<file path="src/rtl/hazard_stall_unit.sv">
// hazard_stall_unit
//   Hazard detection and stall control for the 5-stage MIPS pipeline. It sits
//   beside ID and compares the ID-stage source registers against the EX and MEM
//   destinations. When a load in EX feeds a branch that is compared in ID, the
//   unit stalls for LB_STALLS cycles. Cycles after the first are held by a
//   registered down-counter rather than detected again.
//
// Parameters
//   LB_STALLS     stall cycles for a load in EX feeding a branch in ID (1..3)
//   CNT_W         width of stall_count
//
// Ports
//   clk, reset    rising-edge clock; synchronous active-high reset
//   id_rs/id_rt   source register fields of the ID instruction
//   id_uses_rs/rt ID instruction reads that source
//   id_is_branch  ID instruction is beq/bne
//   branch_taken  ID-stage branch resolved taken
//   ex_mem_read   EX instruction is a load
//   ex_reg_write  EX instruction writes a register
//   ex_rd         EX destination register
//   mem_mem_read  MEM instruction is a load
//   mem_rd        MEM destination register
//   pc_write      PC may update
//   ifid_write    IF/ID may load
//   idex_bubble   ID/EX loads a NOP
//   ifid_flush    IF/ID loads a NOP (taken branch)
//   stall_count   stalled cycles since reset, saturating
module hazard_stall_unit #(
  parameter int unsigned LB_STALLS = 2,
  parameter int unsigned CNT_W     = 32
) (
  input  logic             clk,
  input  logic             reset,
  input  logic [4:0]       id_rs,
  input  logic [4:0]       id_rt,
  input  logic             id_uses_rs,
  input  logic             id_uses_rt,
  input  logic             id_is_branch,
  input  logic             branch_taken,
  input  logic             ex_mem_read,
  input  logic             ex_reg_write,
  input  logic [4:0]       ex_rd,
  input  logic             mem_mem_read,
  input  logic [4:0]       mem_rd,
  output logic             pc_write,
  output logic             ifid_write,
  output logic             idex_bubble,
  output logic             ifid_flush,
  output logic [CNT_W-1:0] stall_count
);

  typedef enum logic {
    IDLE,
    HOLD
  } state_e;

  localparam logic [1:0] REM_INIT = 2'(LB_STALLS - 1);

  state_e           state_q, state_d;
  logic [1:0]       rem_q, rem_d;
  logic [CNT_W-1:0] cnt_q;

  logic match_ex, match_mem;
  logic lu, ba, bm, lb;
  logic stall;

  function automatic logic src_match(input logic [4:0] r, input logic [4:0] rs,
                                     input logic [4:0] rt, input logic use_rs,
                                     input logic use_rt);
    return (r != 5'd0) && ((use_rs && rs == r) || (use_rt && rt == r));
  endfunction

  always_comb begin
    match_ex  = src_match(ex_rd, id_rs, id_rt, id_uses_rs, id_uses_rt);
    match_mem = src_match(mem_rd, id_rs, id_rt, id_uses_rs, id_uses_rt);
    lu = ex_mem_read && match_ex;
    ba = id_is_branch && ex_reg_write && !ex_mem_read && match_ex;
    bm = id_is_branch && mem_mem_read && match_mem;
    lb = lu && id_is_branch;
  end

  always_comb begin
    state_d = state_q;
    rem_d   = rem_q;
    stall   = 1'b0;
    unique case (state_q)
      IDLE: begin
        stall = lu || ba || bm;
        if (lb && (LB_STALLS > 1)) begin
          state_d = HOLD;
          rem_d   = REM_INIT;
        end
      end
      HOLD: begin
        stall = 1'b1;
        if (rem_q == 2'd1) begin
          state_d = IDLE;
          rem_d   = 2'd0;
        end else begin
          rem_d = rem_q - 2'd1;
        end
      end
      default: begin
        state_d = IDLE;
        rem_d   = 2'd0;
      end
    endcase
    // Reset overrides everything, including a stall in progress, so the
    // pipeline sees free-running control while reset is held.
    if (reset) begin
      stall = 1'b0;
    end
  end

  always_ff @(posedge clk) begin
    if (reset) begin
      state_q <= IDLE;
      rem_q   <= 2'd0;
      cnt_q   <= '0;
    end else begin
      state_q <= state_d;
      rem_q   <= rem_d;
      if (stall && (cnt_q != '1)) begin
        cnt_q <= cnt_q + CNT_W'(1);
      end
    end
  end

  always_comb begin
    pc_write    = !stall;
    ifid_write  = !stall;
    idex_bubble = stall;
    // A stalled branch has not really resolved yet, so its flush waits.
    ifid_flush  = !reset && branch_taken && !stall;
    stall_count = cnt_q;
  end

endmodule

</file>
<file path="config.mk">
export PLATFORM = sky130hd
export DESIGN_NAME = hazard_stall_unit
export DESIGN_NICKNAME = d
export VERILOG_FILES = /design/src/rtl/hazard_stall_unit.sv
export SDC_FILE = /design/constraint.sdc
export NUM_CORES = 1
export LEC_CHECK = 0
export BUFFER_PORTS_ARGS = -buffer_cell sky130_fd_sc_hd__buf_4
export CAP_MARGIN = 20
export CELL_PAD_IN_SITES_DETAIL_PLACEMENT = 0
export CELL_PAD_IN_SITES_GLOBAL_PLACEMENT = 2
export CORE_MARGIN = 2
export CORE_UTILIZATION = 26
export DETAILED_ROUTE_END_ITERATION = 10
export GPL_ROUTABILITY_DRIVEN = 1
export PLACE_DENSITY_LB_ADDON = 0.3
export SLEW_MARGIN = 20
export SYNTH_ARGS = -nofsm -noshare
export SYNTH_HDL_FRONTEND = slang
export SYNTH_SLANG_ARGS = --single-unit
</file>
<file path="constraint.sdc">
create_clock -name clk -period 2.2 [get_ports clk]
set_clock_uncertainty 0.05 [all_clocks]
set_input_delay 0.33 -clock clk [delete_from_list [all_inputs] [get_ports clk]]
set_output_delay 0.33 -clock clk [all_outputs]
set_load 0.1 [all_outputs]
</file>
== After elaboration in Yosys (flattened, before gate mapping) ==
Index checks and enable logic that the tools add are counted.
Word-level totals
  bits in writable memories: 0
  ROM bits: 0
  register bits: 35
  memories kept: 0
  bits in latches: 0
  word-level logic and storage cells: 46
  bits of input ports: 29
Cells by class
  order comparisons: 0
  shift-type cells: 0
  muxes and demuxes: 8
  equal/unequal tests: 7
  bitwise operators: 1
  reductions and logical operators: 25
  $mul: 0
  add/subtract/negate cells: 2
  div/mod/pow operators: 0
Operators by type and width (count)
  $add 32x1->32 const B: 1
  $ne 32x32->1 const B: 1
  $eq 5x5->1: 4
  $logic_and 1x1->1: 16
  $reduce_bool 5->1: 2
  $logic_or 1x1->1: 4
  $mux 2: 2
  $pmux 1 s2: 2
  $pmux 2 s2: 1
  $logic_not 1->1: 3
  $mux 1: 3
  $eq 2x1->1 const B: 1
  $ne 2x2->1 const B: 1
  $sub 2x1->2 const B: 1
  $not 1->1: 1

== Logic depth before layout (Yosys ltp) ==
Gate-level depths: netlist of the first run.
  word-level depth: 11
  mapped depth: 9
  mapped depth without buffers: 8

== Worst setup path after synthesis of the first run ==
OpenSTA, ideal clock, no wires.
  kind: input -> output
  start: input port ex_rd[1]
  end: output port ifid_flush
  stages on the path: 5
  slack: -1.945 ns
  required time: 1.820 ns
  buffers on the path: 1
  arrival time: 3.765 ns
  cell sequence: or4_1 -> o21ai_1 -> o221ai_4 -> clkbuf_1 -> nor3b_1
Between the ends
  longest elaborated chain between the ends: 11
RTL lines
  from (decl): line 42  | input logic [4:0] ex_rd,
  $eq 5x5->1: line 70  | return (r != 5'd0) && ((use_rs && rs == r) || (use_rt && rt == r));
  $logic_and 1x1->1: line 70
  $logic_or 1x1->1: line 70
  $logic_and 1x1->1 (*): line 70
  $logic_and 1x1->1, on equally long branches: line 76, 77
  $logic_or 1x1->1 (*) (2 in series): line 88  | stall = lu || ba || bm;
  $pmux 1 s2 (*): line 86  | unique case (state_q)
  $mux 1 (*): line 110  | if (reset) begin
  $logic_not 1->1 (*): line 134  | ifid_flush = !reset && branch_taken && !stall;
  $logic_and 1x1->1 (*): line 134
  to (decl): line 48  | output logic ifid_flush,
Every way passes the cells marked *; elsewhere a longest branch is shown, timed or not.

== Final worst setup path of the first run ==
  start: input port mem_rd[0]
  end: output port idex_bubble
Between the ends
  longest elaborated chain between the ends: 8
RTL lines
  from (decl): line 44  | input logic [4:0] mem_rd,
  $eq 5x5->1: line 70
  $logic_and 1x1->1: line 70
  $logic_or 1x1->1: line 70
  $logic_and 1x1->1 (*): line 70
  $logic_and 1x1->1 (*): line 78  | bm = id_is_branch && mem_mem_read && match_mem;
  $logic_or 1x1->1 (*): line 88
  $pmux 1 s2 (*): line 86
  $mux 1 (*): line 110
  to (decl): line 47  | output logic idex_bubble,
Marked as above.

==> impl.org, run 1 <==
** Status
- The run finished, with violations left.
- The checks that failed: setup timing.

** STA
- Measured against its own limit, the worst slew margin works out to 71.5%.
- Transition time at the pin with the least slew margin :: 426 ps
- Final setup margin :: -127 ps
- Subtracting the final worst setup slack from the clock period gives 2330 ps.
- Setup repair after global routing could not meet its margin everywhere.
- The final-report hold violation count came to 0.
- The count of final max-slew check failures is 0.
- For this run, the top clock speed supported by timing is 430 MHz.
- Setup violations remaining at the end of the flow were counted as 10.
- The final critical path takes up 106% of the cycle.

** Die
- Placement row count :: 31
- Pin placement for this block handled 65 I/O pins.
- Initial Util :: 27.1%
- The die covers 8310 um2.
- DIE WIDTH :: 91.1 um
- Floorplan core area :: 7290 um2
- From bottom edge to top edge, the die measures 91.1 um.

** Setup path
- Delay of the slowest cell on the worst path :: 280 ps
- STA classifies the critical path endpoint as an output port.
- Required time at the worst-slack endpoint :: 1820 ps
- The worst setup path is launched from a primary input.
- Cell Chain, Critical Path :: buf_8, xor2_2, nor4_2, and3_1, a31oi_4, o221ai_4, buf_6, nand2b_4, clkinvlp_4, buf_12
- WP data arrival :: 1950 ps
- Setup slack on the worst reg-to-reg path comes out at 110 ps.
- Slowest cell on the critical path :: sky130_fd_sc_hd__nor4_2
- Broken down by cell family, the worst path's largest delay share belongs to simple AND/OR/NAND/NOR gates.
- In this run the worst path has a maximum fanout of 3.
- Setup CP Type :: in -> out
- Together, buffers and inverters on the worst path number 4.

** Cells and area
- Syn-to-layout area delta :: 61.5%
- Total Nets Final :: 357
- Antenna diode count :: 0
- The library cell used most frequently in the layout, excluding fill and tap cells, is sky130_fd_sc_hd__buf_4.
- Most frequent cells in the layout :: sky130_fd_sc_hd__buf_4 (77), sky130_fd_sc_hd__nor2_1 (36), sky130_fd_sc_hd__xor2_1 (30)
- Cells with a size suffix above 1 make up 47.7% of the layout.

** Job
- Maxcap violations :: 0

** Detailed routing
- Vias per Instance :: 4.62
- Via count :: 1,967
- Detailed-route DRC error count :: 0
- Remaining antenna violation count after routing :: 0
- The pre-antenna-repair detailed-routing pass consisted of 5 iterations.
- Routed wire per std cell :: 13.0 um
- Summed over all layers, the routed wires come to 5530 um.
- Initial DRC Count :: 59

** Clocking
- CTS built an H-tree with a depth of 2.
- Cts hold-fix bufs :: 0
- # clock sinks :: 35
- Total clock buffers created by CTS :: 5
- Clock transition time at the flip-flop clock pins of the worst setup and hold paths :: 80 ps
- Clock latency reported for the late side of the worst-skew pair :: 290 ps
- Root buffer selected by CTS :: sky130_fd_sc_hd__clkbuf_8
- The clock passes through at most 2 buffers.
- TritonCTS clock tree :: yes

** Power
- Internal power :: 0.944 mW
- Part of the power in combinational logic :: 17.3%
- Net switching is 26.9% of the power.
- Power density over the cells :: 404 nW/um2
- For this design the static power due to leakage is 1.33 nW.
- Pwr Total :: 1.29 mW
- IR analysis of the VDD net gives a maximum drop of 0.000197 V.
- The share of total power dissipated in the clock network is 35.2%.
- For this design the total switching power over the nets is 0.346 mW.
- Registers are responsible for 47.5% of the overall power.

** Yosys
- Summing the areas of all compound-gate instances in the mapped netlist gives 5.96% of the synthesized area.
- Main combinational cell family by area after synthesis :: simple AND/OR/NAND/NOR gates
- Counting every net in the synthesized netlist gives 267.
- The synthesized netlist devotes 1.27% of its cell area to adder and majority cells.
- The number of different library cells used by synthesis comes to 37.
- After synthesis the netlist holds a flip-flop and latch count of 35.
- Sequential cell area fraction in the yosys report :: 35.5%
- The synthesized netlist devotes 30.9% of its cell area to simple gates.
- Number of instances in the synthesized netlist :: 236
- The Yosys step of the flow raised 0 warnings.
- Syn avg cell area :: 8.37 um2
- Share of the synthesized netlist area taken by xor and xnor gates :: 20.0%
- Combined area of all synthesized cells :: 1970 um2
- In the synthesized netlist, mux cells make up 2.79% of the area.

** Placed design
- Timing analysis after detailed placement gives a worst setup slack of -291 ps.
- I/O Buffers :: 64
- HPWL after DPL :: 4030 um
- At the end of routability-driven placement, the weighted congestion stood at 0.868.

** Global routing
- Initial antenna violation count :: 0
- Wire length of the first global-routing pass :: 8940 um
- GRT Total Usage :: 13.2%
- Entering global routing, the biggest net connects 24 pins.
- Vias in the first global route :: 1,871
- Summed over all layers, the global routing overflow is 0.

** Hold path
- Worst Hold Class :: in -> reg
## cells in the mapped netlist, drive strengths merged
master | number | area share [%]
a211oi | 2 | 0.76
a21oi | 3 | 0.76
a22oi | 1 | 0.38
a31oi | 2 | 0.63
and2 | 1 | 0.32
and3 | 10 | 3.2
and4 | 5 | 2.2
buf | 2 | 0.63
clkbuf | 7 | 1.3
dfxtp | 35 | 35
ha | 2 | 1.3
inv | 9 | 1.7
mux2 | 4 | 2.3
mux2i | 1 | 0.51
nand2 | 9 | 2.1
nand2b | 1 | 0.32
nand3 | 23 | 6.1
nand4 | 12 | 3.8
nor2 | 37 | 7.0
nor2b | 4 | 1.3
nor3 | 3 | 0.76
nor3b | 1 | 0.38
nor4 | 5 | 1.6
o211ai | 1 | 0.38
o21a | 1 | 0.38
o21ai | 1 | 0.25
o221ai | 1 | 1.3
o22ai | 1 | 0.32
o31ai | 2 | 0.76
or2 | 1 | 0.32
or4 | 4 | 1.5
xnor2 | 13 | 5.8
xor2 | 32 | 14
## flip-flops by register name, indices dropped and copies added, names as in the netlist
register / count
stall_count: 32
rem_q: 2
state_q: 1
## routing by layer
| layer | track usage, % | vias up | routed length, um |
|---|---|---|---|
| met5 | 0 | - | 0 |
| li1 | - | 1000 | - |
| met3 | 3.49 | 2 | 227 |
| met4 | 3.03 | 0 | 29 |
| met1 | 17.0 | 930 | 2530 |
| met2 | 22.2 | 35 | 2740 |
## what timing repair did
action,in CTS,in global routing
endpoints found under the setup margin,4,32
pin swaps,4,11
buffers inserted,3,7
gates resized for setup,17,23
## final cells by class
cell class | count | area, um2
inverter | 9 | 37.5
clock inverter | 1 | 5.00
timing repair buffer | 92 | 798
fill | 772 | 4100
sequential | 35 | 788
clock buffer | 7 | 76.3
multi-input combinational | 183 | 1360
tap | 99 | 124
## kinds of logic after synthesis
logic type,count (synthesis)
and+or+nand+nor,116
xor gates and xnor gates,45
buffers and inverters,18
DFF,35
AOI/OAI and AO/OA,15
muxes,5
adders and majority gates,2
## worst paths after layout
kind,from,to,cells after the start
worst max register to register,stall_count[25]$_SDFFE_PP0P_,stall_count[28]$_SDFFE_PP0P_,8
worst max-delay path,mem_rd[0],idex_bubble,10
worst min register to register,rem_q[0]$_SDFFE_PP0P_,rem_q[0]$_SDFFE_PP0P_,1
worst min-delay path,reset,stall_count[29]$_SDFFE_PP0P_,2
## power by group through the flow
stage	sequential, mW	clock [mW]	combinational, mW
after global routing	0.613	0.499	0.237
after detailed placement	0.628	0	0.189
after global placement	0.628	0	0.190
after floorplan	0.635	0	0.0894
after CTS	0.613	0.475	0.203
final	0.613	0.454	0.223
## metrics by stage
| stage | instances | setup TNS (ps) | util [%] | cell area, um2 | hold slack, ps |
|---|---|---|---|---|---|
| 2_1_floorplan | 236 | -1640 | - | 2170 | 393 |
| 3_3_place_gp | 408 | -8450 | 39.0 | 2850 | 420 |
| 3_5_place_dp | 408 | -5030 | 39.0 | 2850 | 418 |
| 4_1_cts | 419 | -603 | 41.4 | 3020 | 339 |
| 5_1_grt | 426 | -1510 | 43.7 | 3190 | 348 |
| 6_report | 426 | -696 | 43.7 | 3190 | 347 |
Power figures use the tool's default switching activity.
==> inputs of run 2 (changes only) <==
Clock period 2.2 ns to 2.05 ns, I/O delays scaled along.
==> run 2 against run 1 <==
Net effect: the run still ends with setup timing left; power is 15% higher; final cell count is 6.6% higher; wire length is 12% higher; sequential share of layout area is 2.2 points lower; combinational power is 13% higher; register-to-register slack worse by 70 ps; non-clock buffer count is 28 higher; critical path depth is 3 higher; via count is 8.1% higher; die area stayed put; sequential power is 7.3% higher; sequential cell count stayed put; critical endpoint is now stall_count[22]$_SDFFE_PP0P_; largest cell class unchanged.
==> impl.org, run 2 (synthesis results as in run 1) <==
** Cells and area
- Most frequent cells in the layout :: sky130_fd_sc_hd__buf_4 (97), sky130_fd_sc_hd__nor2_1 (36), sky130_fd_sc_hd__xor2_1 (32)
- The final design utilization is 47.9% (+4.2 points).
- The final-stage net count is 385 (+7.8%).
- From synthesis to final layout, the design area changed by 76.9%.
- Fill cell count :: 724 (-6.2%)
- Combined flip-flop and latch cell area :: 788 um2 (unchanged)
- Most frequent standard cell in the layout excluding fill and tap cells :: sky130_fd_sc_hd__buf_4
- The ratio of cells with drive above 1 in the final layout is 53.0% (+5.3 points).
- Footprint of the multi-input gates :: 1370 um2 (+0.64%)
- Number of flip-flops in the largest register :: 32 (unchanged)
- The number of standard cells in the layout, taps in and fillers out is 454 (+6.6%).
- Antenna diode count :: 0 (unchanged)
- Final non-filler cell area :: 3490 um2 (+9.5%)

** Die
- The area of the die is 8310 um2 (unchanged).
- Initial Util :: 27.1% (unchanged)
- The height of the chip came to 91.1 um (unchanged).
- I/O pins :: 65 (unchanged)
- The floorplan row count was 31 (unchanged).
- DIE WIDTH :: 91.1 um (unchanged)
- The area of the core came to 7290 um2 (unchanged).

** Setup path
- Startpoint class of the critical path :: primary input
- Cell Chain, Critical Path :: buf_6, buf_4, xor2_1, nor4_2, a31oi_4, o221ai_4, buf_4, buf_6, buf_6, nand2_4, buf_6, or4_1, a21oi_1
- R2r startpoint :: stall_count[8]$_SDFFE_PP0P_
- WP data arrival :: 2540 ps (+590 ps)
- Slowest cell on the critical path :: sky130_fd_sc_hd__nor4_2
- Required time at the worst-slack endpoint :: 2220 ps (+400 ps)
- Crit path capture type :: flip-flop
- Launching element of the worst setup path :: mem_rd[1]
- Gate family responsible for the most delay along the worst path :: simple AND/OR/NAND/NOR gates
- The total stage count of the critical path is 13 (+3).
- The register-to-register setup slack came to 40 ps (-70 ps).
- End of the critical path :: stall_count[22]$_SDFFE_PP0P_
- Cell seen most often among critical-path stages :: sky130_fd_sc_hd__buf_6
- Depth of the most critical reg-to-reg path :: 10 (+2)
- Setup CP Type :: in -> reg
- Largest driver fanout on the critical path :: 6 (+3)
- Delay of the slowest cell on the worst path :: 390 ps (+110 ps)
- The endpoint identified for the worst register-to-register timing path is stall_count[22]$_SDFFE_PP0P_.
- Critical path buffers and inverters :: 6 (+2)

** Clocking
- The source-to-sink clock delay at the later pin of the worst-skew pair came to 290 ps (about the same).
- The root buffer cell chosen for the clock tree is sky130_fd_sc_hd__clkbuf_8.
- Total clock buffers created by CTS :: 5 (unchanged)
- The clock sink count came to 35 (unchanged).
- TritonCTS clock tree :: yes
- Number of levels the H-tree was split into :: 2 (unchanged)
- The clock transition at the registers of the reported paths is 70 ps (about the same).
- The maximum root-to-sink buffer count is 2 (unchanged).

** STA
- Total count of max-transition violations in the final report :: 0 (unchanged)
- Unrepaired setup endpoints after global routing :: true
- Setup violations, final :: 23 (+13)
- Timing would allow up to 421 MHz.
- Worst slew margin relative to its limit :: 75.2% (+3.7 points)
- Transition time at the pin with the least slew margin :: 371 ps (-54.8 ps)
- Minimum period implied by the final worst setup slack :: 2370 ps
- Worst Hold Slack :: 283 ps (-63.7 ps)
- Final setup margin :: -323 ps (-196 ps)
- Count of final hold-check violations :: 0 (unchanged)
- Of the available clock period, the critical path in the final layout requires 116%.

** Placed design
- DP Worst Slack :: -383 ps (-91.8 ps)
- Post-DP Area :: 3040 um2 (+6.8%)
- RePlAce Congestion :: 0.818 (-5.8%)
- I/O Buffers :: 64 (unchanged)
- The cell total after placement is 435 (+6.6%).
- The total half-perimeter wirelength after legalization and detailed placement is 4300 um (+6.7%).

** Global routing
- The global-route wire length before repair is 10,100 um (+13%).
- Total grt overflow :: 0 (unchanged)
- The global router's overall resource usage came to 14.7% (+1.5 points).
- Largest net degree at the start of global routing :: 27 (+13%)
- The via count of the first global-routing pass is 2,096 (+12%).
- Initial antenna violation count :: 0 (unchanged)

** Status
- The checks that failed: setup timing.
- Status :: finished, violations left

** Detailed routing
- The starting DRC count in detailed routing came to 84 (+42%).
- The remaining design rule violation count was 0 (unchanged).
- Vias per Instance :: 4.68 (+1.4%)
- Via count :: 2,126 (+8.1%)
- The overall routed net length was 6180 um (+12%).
- Remaining antenna violation count after routing :: 0 (unchanged)
- The number of iterations in the first detailed-routing pass is 6 (+1).
- Routed wire per std cell :: 13.6 um (+4.9%)

** Power
- Worst voltage drop across the vdd grid :: 0.000220 V (+12%)
- Power density over the cells :: 425 nW/um2 (+5.0%)
- The reported leakage power is 1.47 nW (+10%).

** Hold path
- In this run the worst hold path is classified as in -> reg.

** Job
- The number of maximum-capacitance constraint violations is 0 (unchanged).
[run 2: cell count changes in the layout (fill, tap and decap cells not counted), moves of 4 or more]
cell                      before  now
sky130_fd_sc_hd__nand3_1      18   12
sky130_fd_sc_hd__nand3_2       4    8
sky130_fd_sc_hd__buf_4        77   97
sky130_fd_sc_hd__buf_6         8   13
[run 2: timing repair]
action	4_1_cts	5_1_grt
pin swaps	8	17
setup endpoints to repair	10	36
gates resized for setup	21	31
gates cloned	0	2
setup buffers	5	5
hold buffers	0	0
[run 2: metrics by stage]
stage          total power [mW]  setup TNS, ps
2_1_floorplan             0.778          -5830
3_3_place_gp              0.880         -10430
4_1_cts                    1.47          -2710
6_report                   1.48          -3990
3_5_place_dp              0.879          -9830
5_1_grt                    1.55          -5220
[run 2: layout make-up]
class / instances / area share, %
Clock buffer: 8 / 2.87
Sequential cell: 35 / 22.6
Multi-Input combinational cell: 183 / 39.2
Inverter: 9 / 1.07
Tap cell: 99 / 3.55
Timing Repair Buffer: 120 / 30.8
[run 2: worst min path at each step]
stage	startpoint	end	slack [ps]	cells past startpoint
after global routing	reset	stall_count[24]$_SDFFE_PP0P_	310	2
after floorplan	rem_q[0]$_SDFFE_PP0P_	rem_q[0]$_SDFFE_PP0P_	390	1
after CTS	reset	stall_count[24]$_SDFFE_PP0P_	290	2
after global placement	rem_q[0]$_SDFFE_PP0P_	rem_q[0]$_SDFFE_PP0P_	410	1
final	reset	stall_count[24]$_SDFFE_PP0P_	280	2
after detailed placement	rem_q[0]$_SDFFE_PP0P_	rem_q[0]$_SDFFE_PP0P_	420	1
[run 2: layer usage]
metal / vias to the layer above / track usage, % / wire [um]
li1: 1062 / - / -
met1: 1004 / 19.3 / 2810
met2: 49 / 24.2 / 3000
met3: 11 / 3.49 / 269
met4: 0 / 3.79 / 98
met5: - / 0 / 0
[run 2: power by group]
group	total (mW)	switching [mW]	internal, mW
Clock	0.574	0.266	0.307
Combinational	0.252	0.123	0.129
Sequential	0.658	0.00204	0.655
Total	1.48	0.392	1.09
==> inputs of run 3 (changes only) <==
Settings changed: CORE_UTILIZATION 26 to 28.
Clock period 2.05 ns to 2.2 ns, I/O delays scaled along.
==> run 3 against run 2 <==
Net effect: the run still ends with setup timing left; worst hold slack better by 60 ps; final cell count is 8.1% lower; sequential power down 6.8%; wire length is 8.3% lower; clock-buffer cell count shrank 1; via count fell by 8.4%; highest routed layer unchanged.
==> impl.org, run 3 (synthesis results as in run 1) <==
** Setup path
- The maximum fanout along the worst path was 3 (-3).
- The worst register-to-register path begins at stall_count[0]$_SDFFE_PP0P_.
- The worst setup path is launched from a primary input.
- Required time at the worst-slack endpoint :: 1820 ps (-400 ps)
- The critical path ends at ifid_flush.
- Setup CP Type :: in -> out
- The register-to-register setup slack was 90 ps (+50 ps).
- The most critical setup path has its startpoint at mem_rd[4].
- Depth of the most critical reg-to-reg path :: 10 (unchanged)
- End of the worst register-to-register path :: stall_count[22]$_SDFFE_PP0P_
- STA classifies the critical path endpoint as an output port.
- The arrival time at the worst endpoint is 1920 ps (-620 ps).

** Die
- Die span in y :: 88.0 um (-3.5%)
- DIE WIDTH :: 88.0 um (-3.5%)
- Area of the die :: 7740 um2 (-6.8%)
- Placement row count :: 30 (-3.2%)
- The area of the core is 6790 um2 (-6.8%).
- Initial Util :: 29.1% (+2.0 points)
- I/O pins :: 65 (unchanged)

** Placed design
- The final weighted congestion of routability-driven global placement was 0.887 (+8.5%).
- Number of instances in the placed design :: 404 (-7.1%)
- The placed cell area is 2830 um2 (-6.7%).
- I/O Buffers :: 64 (unchanged)
- The total half-perimeter wirelength after legalization and detailed placement was 4010 um (-6.8%).

** Detailed routing
- The remaining design rule violation count is 0 (unchanged).
- Number of search-and-repair iterations in the first detailed-routing pass :: 4 (-2)
- Routed WL :: 5670 um (-8.3%)
- The starting DRC count in detailed routing was 69 (-18%).
- Routed wire per std cell :: 13.6 um (-0.17%)
- Via count :: 1,948 (-8.4%)
- The antenna violation net count after detailed routing is 0 (unchanged).
- The number of vias per cell was 4.67 (-0.24%).

** STA
- The worst slew slack as a fraction of its limit came to 67.9% (-7.3 points).
- Minimum period implied by the final worst setup slack :: 2300 ps
- Final setup margin :: -101 ps (+222 ps)
- Count of final hold-check violations :: 0 (unchanged)
- The count of final max-slew check failures was 0 (unchanged).
- Unrepaired setup endpoints after global routing :: true
- The number of endpoints failing setup at the final stage was 3 (-87%).
- Transition time at the pin with the least slew margin :: 481 ps (+110 ps)
- Maximum operating frequency :: 435 MHz
- After layout, the worst path uses 105% of the clock period.

** Power
- Worst voltage drop across the vdd grid :: 0.000245 V (+11%)
- Power density over the cells :: 408 nW/um2 (-3.8%)
- The reported leakage power came to 1.31 nW (-10%).

** Global routing
- The global router's overall resource usage came to 15.0% (+0.33 points).
- Initial antenna violation count :: 0 (unchanged)
- The total overflow reported by the global router is 0 (unchanged).
- Wire length of the first global-routing pass :: 9180 um (-9.1%)
- Vias in the first global route :: 1,945 (-7.2%)
- Largest net degree at the start of global routing :: 24 (-11%)

** Cells and area
- The number of fill cells came to 678 (-6.4%).
- The final-stage net count is 351 (-8.8%).
- Number of flip-flops in the largest register :: 32 (unchanged)
- Footprint of the multi-input gates :: 1390 um2 (+1.8%)
- Syn-to-layout area delta :: 60.1%
- Combined flip-flop and latch cell area :: 788 um2 (unchanged)
- Proportion of layout cells with a drive suffix above 1 :: 49.2% (-3.7 points)
- Antenna diode count :: 0 (unchanged)
- Leaving out fill and tap cells, the most frequent cell in the layout is sky130_fd_sc_hd__buf_4.
- The number of standard cells in the layout, taps in and fillers out came to 417 (-8.1%).
- Final non-filler cell area :: 3160 um2 (-9.5%)
- Leaving out fill and tap cells, the most frequent cells in the layout are sky130_fd_sc_hd__buf_4 (76), sky130_fd_sc_hd__nor2_1 (35), sky130_fd_sc_hd__xor2_1 (30).

** Hold path
- Worst Hold Class :: in -> reg

** Status
- Violated checks :: setup timing
- The run finished, with violations left.

** Clocking
- Clock latency reported for the late side of the worst-skew pair :: 290 ps (about the same)
- Bufs on Longest Clock Path :: 2 (unchanged)
- Number of levels the H-tree was split into :: 2 (unchanged)
- The clock transition at the registers of the reported paths is 70 ps (about the same).
- The clock buffer count from CTS came to 5 (unchanged).
- The clock sink count was 35 (unchanged).
- TritonCTS clock tree :: yes
- The tree is rooted in a sky130_fd_sc_hd__clkbuf_8.

** Job
- The number of maximum-capacitance constraint violations is 0 (unchanged).
==> run 3: cell count changes in the layout (fill, tap and decap cells not counted), moves of 3 or more <==
cell / change
sky130_fd_sc_hd__mux2_4: +3
sky130_fd_sc_hd__buf_6: -10
sky130_fd_sc_hd__nand3_2: -4
sky130_fd_sc_hd__mux2_1: -3
sky130_fd_sc_hd__buf_4: -21
sky130_fd_sc_hd__nand3_1: +6
==> run 3: final cells by class <==
class / count / share of cell area [%]
timing repair buffer: 86 / 23.4
multi-input combinational: 183 / 44.1
inverter: 9 / 1.19
clock inverter: 1 / 0.158
tap: 96 / 3.80
sequential: 35 / 24.9
clock buffer: 7 / 2.41
==> run 3: worst min-delay path by stage <==
stage,startpoint,to,slack (ps),cells past startpoint
2_1_floorplan,rem_q[0]$_SDFFE_PP0P_,rem_q[0]$_SDFFE_PP0P_,390,1
3_3_place_gp,rem_q[0]$_SDFFE_PP0P_,rem_q[0]$_SDFFE_PP0P_,420,1
3_5_place_dp,rem_q[0]$_SDFFE_PP0P_,rem_q[0]$_SDFFE_PP0P_,420,1
4_1_cts,reset,stall_count[9]$_SDFFE_PP0P_,350,2
5_1_grt,reset,stall_count[8]$_SDFFE_PP0P_,350,2
6_report,reset,stall_count[29]$_SDFFE_PP0P_,340,2
==> run 3: metal layers <==
layer  track usage (%)  vias to the layer above  wire [um]
li1                  -                      986          -
met1              20.1                      919       2630
met2              23.5                       34       2690
met3              3.86                        9        238
met4              5.17                        0        113
met5                 0                        -          0
==> run 3: per-stage QoR <==
stage	utilization, %	hold WS, ps	setup slack [ps]	setup TNS, ps	total power [mW]
2_1_floorplan	-	393	-505	-1640	0.725
3_3_place_gp	41.7	418	-242	-2460	0.815
3_5_place_dp	41.7	419	-250	-3010	0.814
4_1_cts	44.1	346	-182	-454	1.29
5_1_grt	46.5	354	-166	-1080	1.36
6_report	46.5	343	-101	-219	1.29
==> run 3: report_power, final <==
part | internal, mW | switching, mW | total, mW
Combinational | 0.105 | 0.111 | 0.216
Clock | 0.222 | 0.239 | 0.461
Sequential | 0.611 | 0.00222 | 0.613
==> run 3: worst max-delay path, cell delays in order <==
cell,delay [ps]
sky130_fd_sc_hd__buf_8,100
sky130_fd_sc_hd__or4_4,510
sky130_fd_sc_hd__o211ai_1,260
sky130_fd_sc_hd__o221ai_4,150
sky130_fd_sc_hd__buf_12,160
sky130_fd_sc_hd__nor3b_4,200
sky130_fd_sc_hd__buf_12,200
==> run 3: repair_timing <==
| action | CTS | global route |
|---|---|---|
| gates resized for setup | 14 | 30 |
| cloned | 0 | 0 |
| hold buffers | 0 | 0 |
| endpoints found under the setup margin | 4 | 32 |
| setup buffers | 3 | 2 |
| pin swaps | 4 | 11 |
| hold endpoints to repair | 0 | 0 |
